`config.mk`:
```
export PLATFORM = sky130hd
export DESIGN_NAME = dut_vector_sequencer
export DESIGN_NICKNAME = d
export VERILOG_FILES = /design/src/rtl/dut_vector_sequencer.sv
export SDC_FILE = /design/constraint.sdc
export NUM_CORES = 1
export LEC_CHECK = 0
export ABC_AREA = 1
export ABC_CLOCK_PERIOD_IN_PS = 3700
export BUFFER_PORTS_ARGS = -buffer_cell sky130_fd_sc_hd__buf_2
export CORE_UTILIZATION = 54
export CTS_BUF_LIST = sky130_fd_sc_hd__clkbuf_8
export DETAILED_ROUTE_END_ITERATION = 16
export PLACE_DENSITY = 0.78
export SKIP_CTS_REPAIR_TIMING = 1
export SYNTH_ARGS = -nofsm -noshare
export SYNTH_HDL_FRONTEND = slang
export SYNTH_SLANG_ARGS = --single-unit
```
`constraint.sdc`:
```
create_clock -name clock -period 3.7 [get_ports clock]
set_clock_uncertainty 0.05 [all_clocks]
set_input_delay 0.74 -clock clock [delete_from_list [all_inputs] [get_ports clock]]
set_output_delay 0.74 -clock clock [all_outputs]
set_load 0.02 [all_outputs]
```
`src/rtl/dut_vector_sequencer.sv`:
```
// Purpose: replays stored {stimulus, expected} vectors into a core, pulsing its reset per vector, and scores write_out.
// Latency: RST_CYCLES + c cycles per vector (c = run cycle of the verdict); minimum RST_CYCLES+1.
// Backpressure: none; start and vec_we are ignored while a sequence is busy.
module dut_vector_sequencer #(
  parameter int DATA_W     = 16,
  parameter int NUM_VEC    = 4,
  parameter int IDX_W      = 2,
  parameter int RST_CYCLES = 1,
  parameter int TIMEOUT    = 64,
  parameter int CHECK_MODE = 0,
  parameter int CNT_W      = 8
) (
  input  logic              clock,
  input  logic              rst,
  input  logic              vec_we,
  input  logic [IDX_W-1:0]  vec_addr,
  input  logic [DATA_W-1:0] vec_in,
  input  logic [DATA_W-1:0] vec_exp,
  input  logic              start,
  input  logic [DATA_W-1:0] dut_write_out,
  output logic              dut_rst,
  output logic [DATA_W-1:0] dut_read_in,
  output logic              busy,
  output logic              done,
  output logic              all_pass,
  output logic [CNT_W-1:0]  pass_count,
  output logic [CNT_W-1:0]  fail_count,
  output logic              first_fail_vld,
  output logic [IDX_W-1:0]  first_fail_idx
);

  localparam int RC_W = $clog2(RST_CYCLES + 1);
  localparam int C_W  = $clog2(TIMEOUT + 1);

  typedef enum logic [1:0] {S_IDLE, S_RESET, S_RUN, S_DONE} state_t;

  state_t            state, state_nx;
  logic [DATA_W-1:0] mem_in  [NUM_VEC];
  logic [DATA_W-1:0] mem_exp [NUM_VEC];
  logic [IDX_W-1:0]  idx;
  logic [RC_W-1:0]   rcnt;
  logic [C_W-1:0]    rcyc;
  logic [DATA_W-1:0] stim_q;
  logic              start_acc;
  logic              verdict;
  logic              vpass;
  logic              match;
  logic              last_vec;
  logic              rst_last;
  logic              addr_ok;

  assign addr_ok  = ({1'b0, vec_addr} < (IDX_W+1)'(NUM_VEC));
  assign last_vec = (idx == IDX_W'(NUM_VEC - 1));
  assign rst_last = (rcnt == RC_W'(RST_CYCLES));
  assign all_pass = done && (fail_count == '0);

  // Vector memory: deliberately outside reset so a loaded table survives rst.
  always_ff @(posedge clock) begin
    if (vec_we && !busy && addr_ok) begin
      mem_in[vec_addr]  <= vec_in;
      mem_exp[vec_addr] <= vec_exp;
    end
  end

  // State register.
  always_ff @(posedge clock) begin
    if (rst) state <= S_IDLE;
    else     state <= state_nx;
  end

  // Next state, verdict decode and core-facing outputs.
  always_comb begin
    state_nx    = state;
    start_acc   = 1'b0;
    verdict     = 1'b0;
    vpass       = 1'b0;
    match       = (dut_write_out == mem_exp[idx]);
    busy        = (state == S_RESET) || (state == S_RUN);
    done        = (state == S_DONE);
    dut_rst     = (state != S_RUN);
    dut_read_in = busy ? mem_in[idx] : stim_q;
    case (state)
      S_IDLE, S_DONE: begin
        if (start) begin
          start_acc = 1'b1;
          state_nx  = S_RESET;
        end
      end
      S_RESET: begin
        if (rst_last) state_nx = S_RUN;
      end
      S_RUN: begin
        if (CHECK_MODE == 0) begin
          if (match) begin
            verdict = 1'b1;
            vpass   = 1'b1;
          end else if (rcyc == C_W'(TIMEOUT)) begin
            verdict = 1'b1;
          end
        end else if (rcyc == C_W'(TIMEOUT)) begin
          verdict = 1'b1;
          vpass   = match;
        end
        if (verdict) state_nx = last_vec ? S_DONE : S_RESET;
      end
      default: state_nx = S_IDLE;
    endcase
  end

  // Sequencing counters, scoreboard counts and the stimulus held through DONE.
  always_ff @(posedge clock) begin
    if (rst) begin
      idx            <= '0;
      rcnt           <= '0;
      rcyc           <= '0;
      stim_q         <= '0;
      pass_count     <= '0;
      fail_count     <= '0;
      first_fail_vld <= 1'b0;
      first_fail_idx <= '0;
    end else begin
      if (busy) stim_q <= mem_in[idx];
      if (start_acc) begin
        idx            <= '0;
        rcnt           <= RC_W'(1);
        pass_count     <= '0;
        fail_count     <= '0;
        first_fail_vld <= 1'b0;
        first_fail_idx <= '0;
      end
      if (state == S_RESET) begin
        if (rst_last) rcyc <= C_W'(1);
        else          rcnt <= rcnt + 1'b1;
      end
      if (state == S_RUN) begin
        rcyc <= rcyc + 1'b1;
        if (verdict) begin
          if (vpass) begin
            if (pass_count != {CNT_W{1'b1}}) pass_count <= pass_count + 1'b1;
          end else begin
            if (fail_count != {CNT_W{1'b1}}) fail_count <= fail_count + 1'b1;
            if (!first_fail_vld) begin
              first_fail_vld <= 1'b1;
              first_fail_idx <= idx;
            end
          end
          if (!last_vec) begin
            idx  <= idx + 1'b1;
            rcnt <= RC_W'(1);
          end
        end
      end
    end
  end

endmodule

```
### Word-level counts from Yosys, hierarchy flattened

Memory sizes are Yosys's and may differ from the RTL's. A register that Yosys moved wholly into a read port is not among the register bits.
Cells that the tools add are included.

* register bits after elaboration: 47
* bits in latches: 0
* RAM bits: 128
* memory bits (read-only): 0
* input port bits: 54
* output and inout bits: 39
* logic and storage cells: 90
* memories: 2

* add/sub/neg operators: 5
* $mul: 0
* divide/modulo/power cells: 0
* magnitude comparators: 0
* equal/unequal tests: 12
* shift-type cells: 0
* mux-type cells: 51
* bitwise operators: 0
* reductions and logical operators: 11

Memories
* mem_exp: words 4, bits a word 16, rd ports 1, clocked after memory_dff 1, wr ports 1, line 39 `logic [DATA_W-1:0] mem_exp [NUM_VEC];`
* mem_in: words 4, bits a word 16, rd ports 1, clocked after memory_dff 1, wr ports 1, line 38 `logic [DATA_W-1:0] mem_in [NUM_VEC];`

Operators with widths (number)
* two-way mux 8 bit: 10
* two-way mux 2 bit: 15
* two-way mux 1 bit: 21
* two-way mux 7 bit: 3
* adder 8 x 1 -> 8 bit (second input constant): 2
* == test 16 bit: 1
* two-way mux 16 bit: 1
* inequality test 8 bit (second input constant): 2
* zero test 8 bit: 1
* adder 7 x 1 -> 7 bit (second input constant): 1
* == test 7 bit (second input constant): 1
* == test 2 bit (second input constant): 3
* inequality test 2 bit (second input constant): 3
* one-hot mux 2 bit (3 select lines): 1
* nonzero test 2 bit: 2
* AND reduction 3 bit: 1
* adder 2 x 1 -> 2 bit (second input constant): 1
* == test 2 x 1 -> 1 bit (second input constant): 1
* logical AND 1 bit: 2
* zero test 2 bit: 1
* inequality test 2 x 1 -> 1 bit (second input constant): 1
* AND reduction 2 bit: 1
* OR reduction 2 bit: 1
* adder 1 bit (second input constant): 1
* other kinds (2): 2

### Logic depth before layout (Yosys ltp)

Gate-level depths: netlist of the first run.

* depth after elaboration: 9
* mapped depth: 17
* mapped depth without buffers: 15

### Least setup slack after synthesis of the first run

OpenSTA, ideal clock, no wires.

* path type: register to register
* from: register state[0]
* to: memory mem_exp[0][0], enable pin
* library setup time: 0.461 ns
* arrival: 3.302 ns
* required time: 3.189 ns
* setup slack: -0.113 ns
* stages on the path, launching flop included: 6
* path buffers: 1
* clock period less this slack: 3.813 ns
* cell sequence: dfxtp_1 inv_1 ha_1 clkbuf_1 nand2_1 nor3_1

* word-level cells in the longest chain between the ends: 6
* elaborated cells between the ends (all ways): 7
* classes of those cells: 2 x eq/ne; 2 x mux; 3 x reduce/logical

Ends and longest elaborated chain
* from (decl): line 37 `state_t state, state_nx;`
* from (signal assigned): line 68 `else state <= state_nx;`
* == test 2 x 1 -> 1 bit or == test 2 bit (tied branches): line 78 `busy = (state == S_RESET) || (state == S_RUN);`
* logical OR 1 bit *: line 78
* zero test 1 bit *: line 59 `if (vec_we && !busy && addr_ok) begin`
* logical AND 1 bit *: line 59
* two-way mux 1 bit *: line 59
* two-way mux 1 bit (not written as such) *: line 61 `mem_exp[vec_addr] <= vec_exp;`
* to (decl): line 39

Mark *: on every way between the ends. The rest lies on a longest branch, timed or not.

==> impl_metrics.env, run 1 <==
export IMPL_coreArea_mm2=0.0134
export IMPL_cts_sinks=175
export IMPL_clock_transition_at_the_register_clock_pins_on_the_worst_setup_and_hold_paths_after_cts_ps=90
export IMPL_power_density_mw_per_mm2=551
export IMPL_worst_path_setup_slack_after_routing_ps=613
export IMPL_pin_count_of_the_biggest_net_entering_global_routing=65
export IMPL_detail_route_iter0_violations=419
export IMPL_post_place_ws_ps=1000
export IMPL_cts_root_buf="sky130_fd_sc_hd__clkbuf_8"
export IMPL_final_antenna_net_count=0
export IMPL_postSynthAreaPerCell_um2=10.1
export IMPL_inserted_diodes=0
export IMPL_grt_antenna_before_repair=1
export IMPL_worst_endpoint_arrival_ps=2300
export IMPL_worst_setup_path_end_kind="output pin"
export IMPL_rows=42
export IMPL_syn_num_nets=810
export IMPL_rsz0062_at_grt="no"
export IMPL_postRouteWirelength_mm=16.4
export IMPL_seq_area_frac_synth_pct=63.7
export IMPL_layout_worst_path_cycle_share_pct=83.4
export IMPL_element_type_at_the_critical_path_start="flip-flop"
export IMPL_num_nets_final=898
export IMPL_setup_tns_final_ps=0
export IMPL_chipWidth_um=120
export IMPL_post_synthesis_cell_area_mm2=0.00751
export IMPL_clockBufferDepth=2
export IMPL_fp_dieArea_mm2=0.0144
export IMPL_timing_hold_ws_ps=424
export IMPL_tritoncts="yes"
export IMPL_maxCapViolations=0
export IMPL_vdd_ir_drop_worst_mv=0.318
export IMPL_timing_hold_violations_final=0
export IMPL_dpl_instance_area_mm2=0.00810
export IMPL_worstSkewPairLatency_ps=450
export IMPL_count_of_flip_flops_with_a_built_in_enable_after_synthesis=128
export IMPL_start_util_pct=56.0
export IMPL_cp_buffers_inverters=2
export IMPL_io_pin_count=93
export IMPL_most_used_dff_post_synth="sky130_fd_sc_hd__edfxtp_1"
export IMPL_critical_path_slowest_cell="sky130_fd_sc_hd__buf_4"
export IMPL_synth_cell_types=37
export IMPL_htreeDepth=4
export IMPL_ys_seq_elements=175
export IMPL_synth_async_sr_flop_share_pct=0
export IMPL_crit_path_cell_trace="buf_4, o21ai_0, o22ai_1, nand2_1, nand2_1, buf_2"
export IMPL_outcome="finished clean"
export IMPL_routedWlPerCell_um=16.0
export IMPL_routabilityCongestion=0.878
export IMPL_setup_violations=0
export IMPL_postLayoutCellArea_mm2=0.00851
export IMPL_total_vias_in_the_final_route=5641
export IMPL_post_route_min_period_ps=3090
export IMPL_firstDrtPassIters=5
export IMPL_criticalPathCategory="reg2out"
export IMPL_cpLargestDelayFamily="buffers and inverters"
export IMPL_via_per_inst=5.51
export IMPL_chipHeight_um=120
export IMPL_crit_required_ps=2910
export IMPL_fmaxAchievable_ghz=0.324
export IMPL_syn_instance_count=747
export IMPL_cellLeakagePower_nw=3.45
export IMPL_post_route_cells_drive_above_1_share_pct=17.3
export IMPL_fillerInstances=1068
export IMPL_drv_slew=0
export IMPL_cp_max_fo=58
export IMPL_area_of_the_multi_input_gates_mm2=0.00242
export IMPL_power_total_mw=4.69
export IMPL_grt_pass1_wl_mm=26.1
export IMPL_timing_max_slew_rel_slack_pct=49.2
export IMPL_worst_pin_slew_ps=762
export IMPL_first_global_vias=5497
export IMPL_drc=0
export IMPL_area_sequential_mm2=0.00479
export IMPL_yosys_warnings=0
export IMPL_globalRouteOverflowTotal=0
export IMPL_numPortBuffers=92
export IMPL_areaGrowthSynthToFinish_pct=13.4
export IMPL_numCtsBuffers=17
export IMPL_worstHoldPathType="reg2reg"
export IMPL_critical_path_max_stage_delay_ps=550
export IMPL_grt_total_usage_pct=23.8
export IMPL_cell_mode_on_critical_path="sky130_fd_sc_hd__nand2_1"
export IMPL_detailed_place_hpwl_mm=10.1
==> Yosys cell counts, types with 2 or more instances <==
master | number | area share [%]
sky130_fd_sc_hd__o21ai_1 | 2 | 0.13
sky130_fd_sc_hd__edfxtp_1 | 128 | 51
sky130_fd_sc_hd__nor3_1 | 12 | 0.80
sky130_fd_sc_hd__nor3b_1 | 3 | 0.30
sky130_fd_sc_hd__nor2_1 | 77 | 3.8
sky130_fd_sc_hd__inv_1 | 36 | 1.8
sky130_fd_sc_hd__xor2_1 | 8 | 0.93
sky130_fd_sc_hd__a21oi_1 | 34 | 2.3
sky130_fd_sc_hd__nand3_1 | 55 | 3.7
sky130_fd_sc_hd__dfxtp_1 | 47 | 13
sky130_fd_sc_hd__buf_6 | 5 | 0.75
sky130_fd_sc_hd__nand2_1 | 201 | 10
sky130_fd_sc_hd__nand2_2 | 3 | 0.25
sky130_fd_sc_hd__a211oi_1 | 2 | 0.20
sky130_fd_sc_hd__buf_4 | 3 | 0.30
sky130_fd_sc_hd__nand4_1 | 3 | 0.25
sky130_fd_sc_hd__o22ai_1 | 16 | 1.3
sky130_fd_sc_hd__ha_1 | 9 | 1.5
sky130_fd_sc_hd__clkbuf_1 | 17 | 0.85
sky130_fd_sc_hd__nand3b_1 | 16 | 1.6
sky130_fd_sc_hd__buf_2 | 5 | 0.33
sky130_fd_sc_hd__o21ai_0 | 50 | 3.3
==> cells in the final DEF, fill, tap and decap left out, types with 2 or more instances in the layout <==
master / instances
sky130_fd_sc_hd__dfxtp_1: 46
sky130_fd_sc_hd__a211oi_1: 2
sky130_fd_sc_hd__clkinvlp_4: 3
sky130_fd_sc_hd__nand2_2: 3
sky130_fd_sc_hd__nor3_1: 8
sky130_fd_sc_hd__nand4_1: 3
sky130_fd_sc_hd__edfxtp_1: 128
sky130_fd_sc_hd__a21oi_1: 34
sky130_fd_sc_hd__nand2_1: 201
sky130_fd_sc_hd__clkbuf_8: 21
sky130_fd_sc_hd__o22ai_1: 16
sky130_fd_sc_hd__inv_1: 37
sky130_fd_sc_hd__xor2_1: 8
sky130_fd_sc_hd__o21ai_1: 2
sky130_fd_sc_hd__nor3b_1: 3
sky130_fd_sc_hd__o21ai_0: 50
sky130_fd_sc_hd__nand3_1: 55
sky130_fd_sc_hd__clkinv_4: 3
sky130_fd_sc_hd__ha_1: 9
sky130_fd_sc_hd__nor3_2: 4
sky130_fd_sc_hd__buf_4: 7
sky130_fd_sc_hd__buf_2: 92
sky130_fd_sc_hd__bufinv_16: 2
sky130_fd_sc_hd__nor2_1: 77
sky130_fd_sc_hd__inv_6: 3
sky130_fd_sc_hd__nand3b_1: 16
==> layer usage <==
| metal | part of all wire, % | vias up | GRT usage (%) |
|---|---|---|---|
| met3 | 6.4 | 19 | 5.94 |
| met2 | 51 | 189 | 40.8 |
| met5 | 0 | - | 0 |
| li1 | - | 2730 | - |
| met4 | 1.3 | 0 | 9.06 |
| met1 | 41 | 2703 | 28.7 |
==> area by class of cell <==
type | instances | area share, %
Clock buffer | 21 | 3.39
Clock inverter | 11 | 1.53
Inverter | 40 | 1.85
Multi-Input combinational cell | 502 | 28.4
Sequential cell | 175 | 56.2
Tap cell | 176 | 2.59
Timing Repair Buffer | 99 | 6.02
==> logic make-up after synthesis <==
family	share of synthesized area [%]
AND/OR/NAND/NOR	21.7
flip-flops	63.7
AO/OA/AOI/OAI	7.58
buffers and inverters	4.33
XOR/XNOR	1.05
adder cells (fa/ha/maj)	1.50
multiplexers	0.150
==> worst register-to-register path, delay by kind of cell (launching register included) <==
kind	cells	cell delay, ps
buf+inv	3	710
flops	1	390
compound gates	3	650
fa+ha+maj	1	300
simple gates	4	630
==> path summary, 6_finish.rpt <==
check | start | end | slack, ps | cells past startpoint
max | idx[0] | dut_read_in[15] | 610 | 6
max reg2reg | state[0] | rcyc[6] | 890 | 11
min reg2reg | rcyc[6] | rcyc[6] | 420 | 1
min | rcyc[6] | rcyc[6] | 420 | 1
==> sequential cells by signal, indices dropped and copies added, names as in the netlist <==
name and flops:
mem_exp 64, mem_in 64, stim_q 16, fail_count 8
pass_count 8, rcyc 7, first_fail_idx 2, idx 2
state 2, first_fail_vld 1, rcnt 1
==> through the flow <==
stage          cells  util (%)
6_report        1024      63.5
5_1_grt         1024      63.5
4_1_cts         1024      63.5
3_5_place_dp     992      60.4
3_3_place_gp     992      60.4
2_1_floorplan    747         -
==> where the power goes <==
| group | leakage (nW) | switching, mW | internal (mW) |
|---|---|---|---|
| logic | 1.70 | 0.675 | 0.266 |
| registers | 1.55 | 0.0615 | 2.33 |
| clock network | 0.206 | 0.674 | 0.677 |
No activity file was read; power rests on OpenSTA's default activity.
==> run 2, diff against run 1 <==
--- a/config.mk
+++ b/config.mk
@@ -6,12 +6,12 @@
 export NUM_CORES = 1
 export LEC_CHECK = 0
 export ABC_AREA = 1
-export ABC_CLOCK_PERIOD_IN_PS = 3700
+export ABC_CLOCK_PERIOD_IN_PS = 3100
 export BUFFER_PORTS_ARGS = -buffer_cell sky130_fd_sc_hd__buf_2
-export CORE_UTILIZATION = 54
+export CORE_UTILIZATION = 60
 export CTS_BUF_LIST = sky130_fd_sc_hd__clkbuf_8
 export DETAILED_ROUTE_END_ITERATION = 16
-export PLACE_DENSITY = 0.78
+export PLACE_DENSITY = 0.82
 export SKIP_CTS_REPAIR_TIMING = 1
 export SYNTH_ARGS = -nofsm -noshare
 export SYNTH_HDL_FRONTEND = slang
==> constraint.sdc (replaced) <==
create_clock -name clock -period 3.1 [get_ports clock]
set_clock_uncertainty 0.05 [all_clocks]
set_input_delay 0.62 -clock clock [delete_from_list [all_inputs] [get_ports clock]]
set_output_delay 0.62 -clock clock [all_outputs]
set_load 0.02 [all_outputs]
==> impl_metrics.env, run 2 (synthesis results as in run 1) <==
export IMPL_power_total_mw=5.68
export IMPL_crit_required_ps=2430
export IMPL_globalRouteOverflowTotal=0
export IMPL_areaGrowthSynthToFinish_pct=14.1
export IMPL_cellLeakagePower_nw=3.50
export IMPL_worst_path_setup_slack_after_routing_ps=205
export IMPL_vdd_ir_drop_worst_mv=0.362
export IMPL_numCtsBuffers=17
export IMPL_power_density_mw_per_mm2=663
export IMPL_worstHoldPathType="in2reg"
export IMPL_fmaxAchievable_ghz=0.345
export IMPL_io_pin_count=93
export IMPL_htreeDepth=4
export IMPL_numPortBuffers=92
export IMPL_first_global_vias=5516
export IMPL_detailroute_wirelength_met2_mm=8.24
export IMPL_timing_hold_violations_final=0
export IMPL_detailed_place_hpwl_mm=10.2
export IMPL_post_layout_instance_count_excluding_filler_cells=1023
export IMPL_worst_hold_path_num_cells=1
export IMPL_mostFrequentLayoutCells="201 x sky130_fd_sc_hd__nand2_1, 128 x sky130_fd_sc_hd__edfxtp_1, 92 x sky130_fd_sc_hd__buf_2, 77 x sky130_fd_sc_hd__nor2_1, 55 x sky130_fd_sc_hd__nand3_1"
export IMPL_clockBufferDepth=2
export IMPL_tritoncts="yes"
export IMPL_detail_route_wirelength_met1_mm=6.49
export IMPL_grt_pass1_wl_mm=26.0
export IMPL_routedWlPerCell_um=15.6
export IMPL_start_util_pct=62.0
export IMPL_pin_count_of_the_biggest_net_entering_global_routing=65
export IMPL_chipHeight_um=114
export IMPL_post_route_min_period_ps=2890
export IMPL_final_antenna_net_count=0
export IMPL_outcome="finished clean"
export IMPL_worst_setup_path_end_kind="output pin"
export IMPL_rsz0062_at_grt="no"
export IMPL_fp_dieArea_mm2=0.0130
export IMPL_clock_transition_at_the_register_clock_pins_on_the_worst_setup_and_hold_paths_after_cts_ps=90
export IMPL_postRouteWirelength_mm=16.0
export IMPL_timing_reg2reg_worst_path_depth=11
export IMPL_worstSkewPairLatency_ps=460
export IMPL_chipWidth_um=114
export IMPL_routed_top_layer="met4"
export IMPL_setup_tns_final_ps=0
export IMPL_post_route_cells_drive_above_1_share_pct=17.8
export IMPL_firstDrtPassIters=7
export IMPL_via_per_inst=5.52
export IMPL_setup_violations=0
export IMPL_total_vias_in_the_final_route=5647
export IMPL_criticalPathCategory="reg2out"
export IMPL_routed_wl_met3_um=857
export IMPL_worst_pin_slew_ps=707
export IMPL_cp_max_fo=21
export IMPL_cts_root_buf="sky130_fd_sc_hd__clkbuf_8"
export IMPL_element_type_at_the_critical_path_start="flip-flop"
export IMPL_num_nets_final=904
export IMPL_drc=0
export IMPL_layout_cells_most_common="sky130_fd_sc_hd__nand2_1"
export IMPL_rows=40
export IMPL_largest_registers="mem_exp (64), mem_in (64), stim_q (16)"
export IMPL_grt_antenna_before_repair=0
export IMPL_finish_utilization_pct=70.8
export IMPL_post_place_cells=990
export IMPL_cts_sinks=175
export IMPL_worst_endpoint_arrival_ps=2220
export IMPL_grt_total_usage_pct=26.5
export IMPL_coreArea_mm2=0.0121
export IMPL_drv_slew=0
export IMPL_post_place_ws_ps=358
export IMPL_layout_worst_path_cycle_share_pct=93.4
export IMPL_timing_max_slew_rel_slack_pct=52.8
export IMPL_maxCapViolations=0
export IMPL_detail_route_iter0_violations=436
export IMPL_routabilityCongestion=0.824
## run 2: report_power, final
| part | leakage (nW) | switching [mW] | internal, mW |
|---|---|---|---|
| logic | 1.73 | 0.793 | 0.330 |
| registers | 1.55 | 0.0699 | 2.78 |
| clock network | 0.223 | 0.806 | 0.900 |
## run 2: area by class of cell
type | count | area [um2]
timing repair buffer | 105 | 558
antenna | 1 | 2.50
clock buffer | 18 | 248
tap | 168 | 210
fill | 879 | 3540
clock inverter | 14 | 189
sequential | 175 | 4790
multi-input combinational | 502 | 2420
inverter | 40 | 158
## run 2: worst paths after layout
path,end,from,slack [ps]
setup / recovery,dut_read_in[5],state[0],210
hold / removal,mem_in[0][0],vec_in[0],320
setup reg to reg,rcyc[6],state[0],310
hold reg to reg,stim_q[1],stim_q[1],430
## run 2: metrics by stage
stage / cell area [um2] / hold WS, ps
2_1_floorplan: 7510 / 377
3_3_place_gp: 8130 / 404
3_5_place_dp: 8130 / 414
4_1_cts: 8570 / 295
5_1_grt: 8570 / 300
6_report: 8570 / 316
## run 2: layer usage
metal | track usage (%) | vias to the layer above
li1 | - | 2751
met1 | 32.0 | 2679
met2 | 45.2 | 186
met3 | 5.47 | 31
met4 | 13.8 | 0
met5 | 0 | -
## run 2: critical path, stage by stage (launching register included)
cell                      delay [ps]
sky130_fd_sc_hd__dfxtp_1         400
sky130_fd_sc_hd__inv_1            70
sky130_fd_sc_hd__ha_1            310
sky130_fd_sc_hd__inv_1           530
sky130_fd_sc_hd__nand2_1         180
sky130_fd_sc_hd__nand2_1         110
sky130_fd_sc_hd__buf_2           160
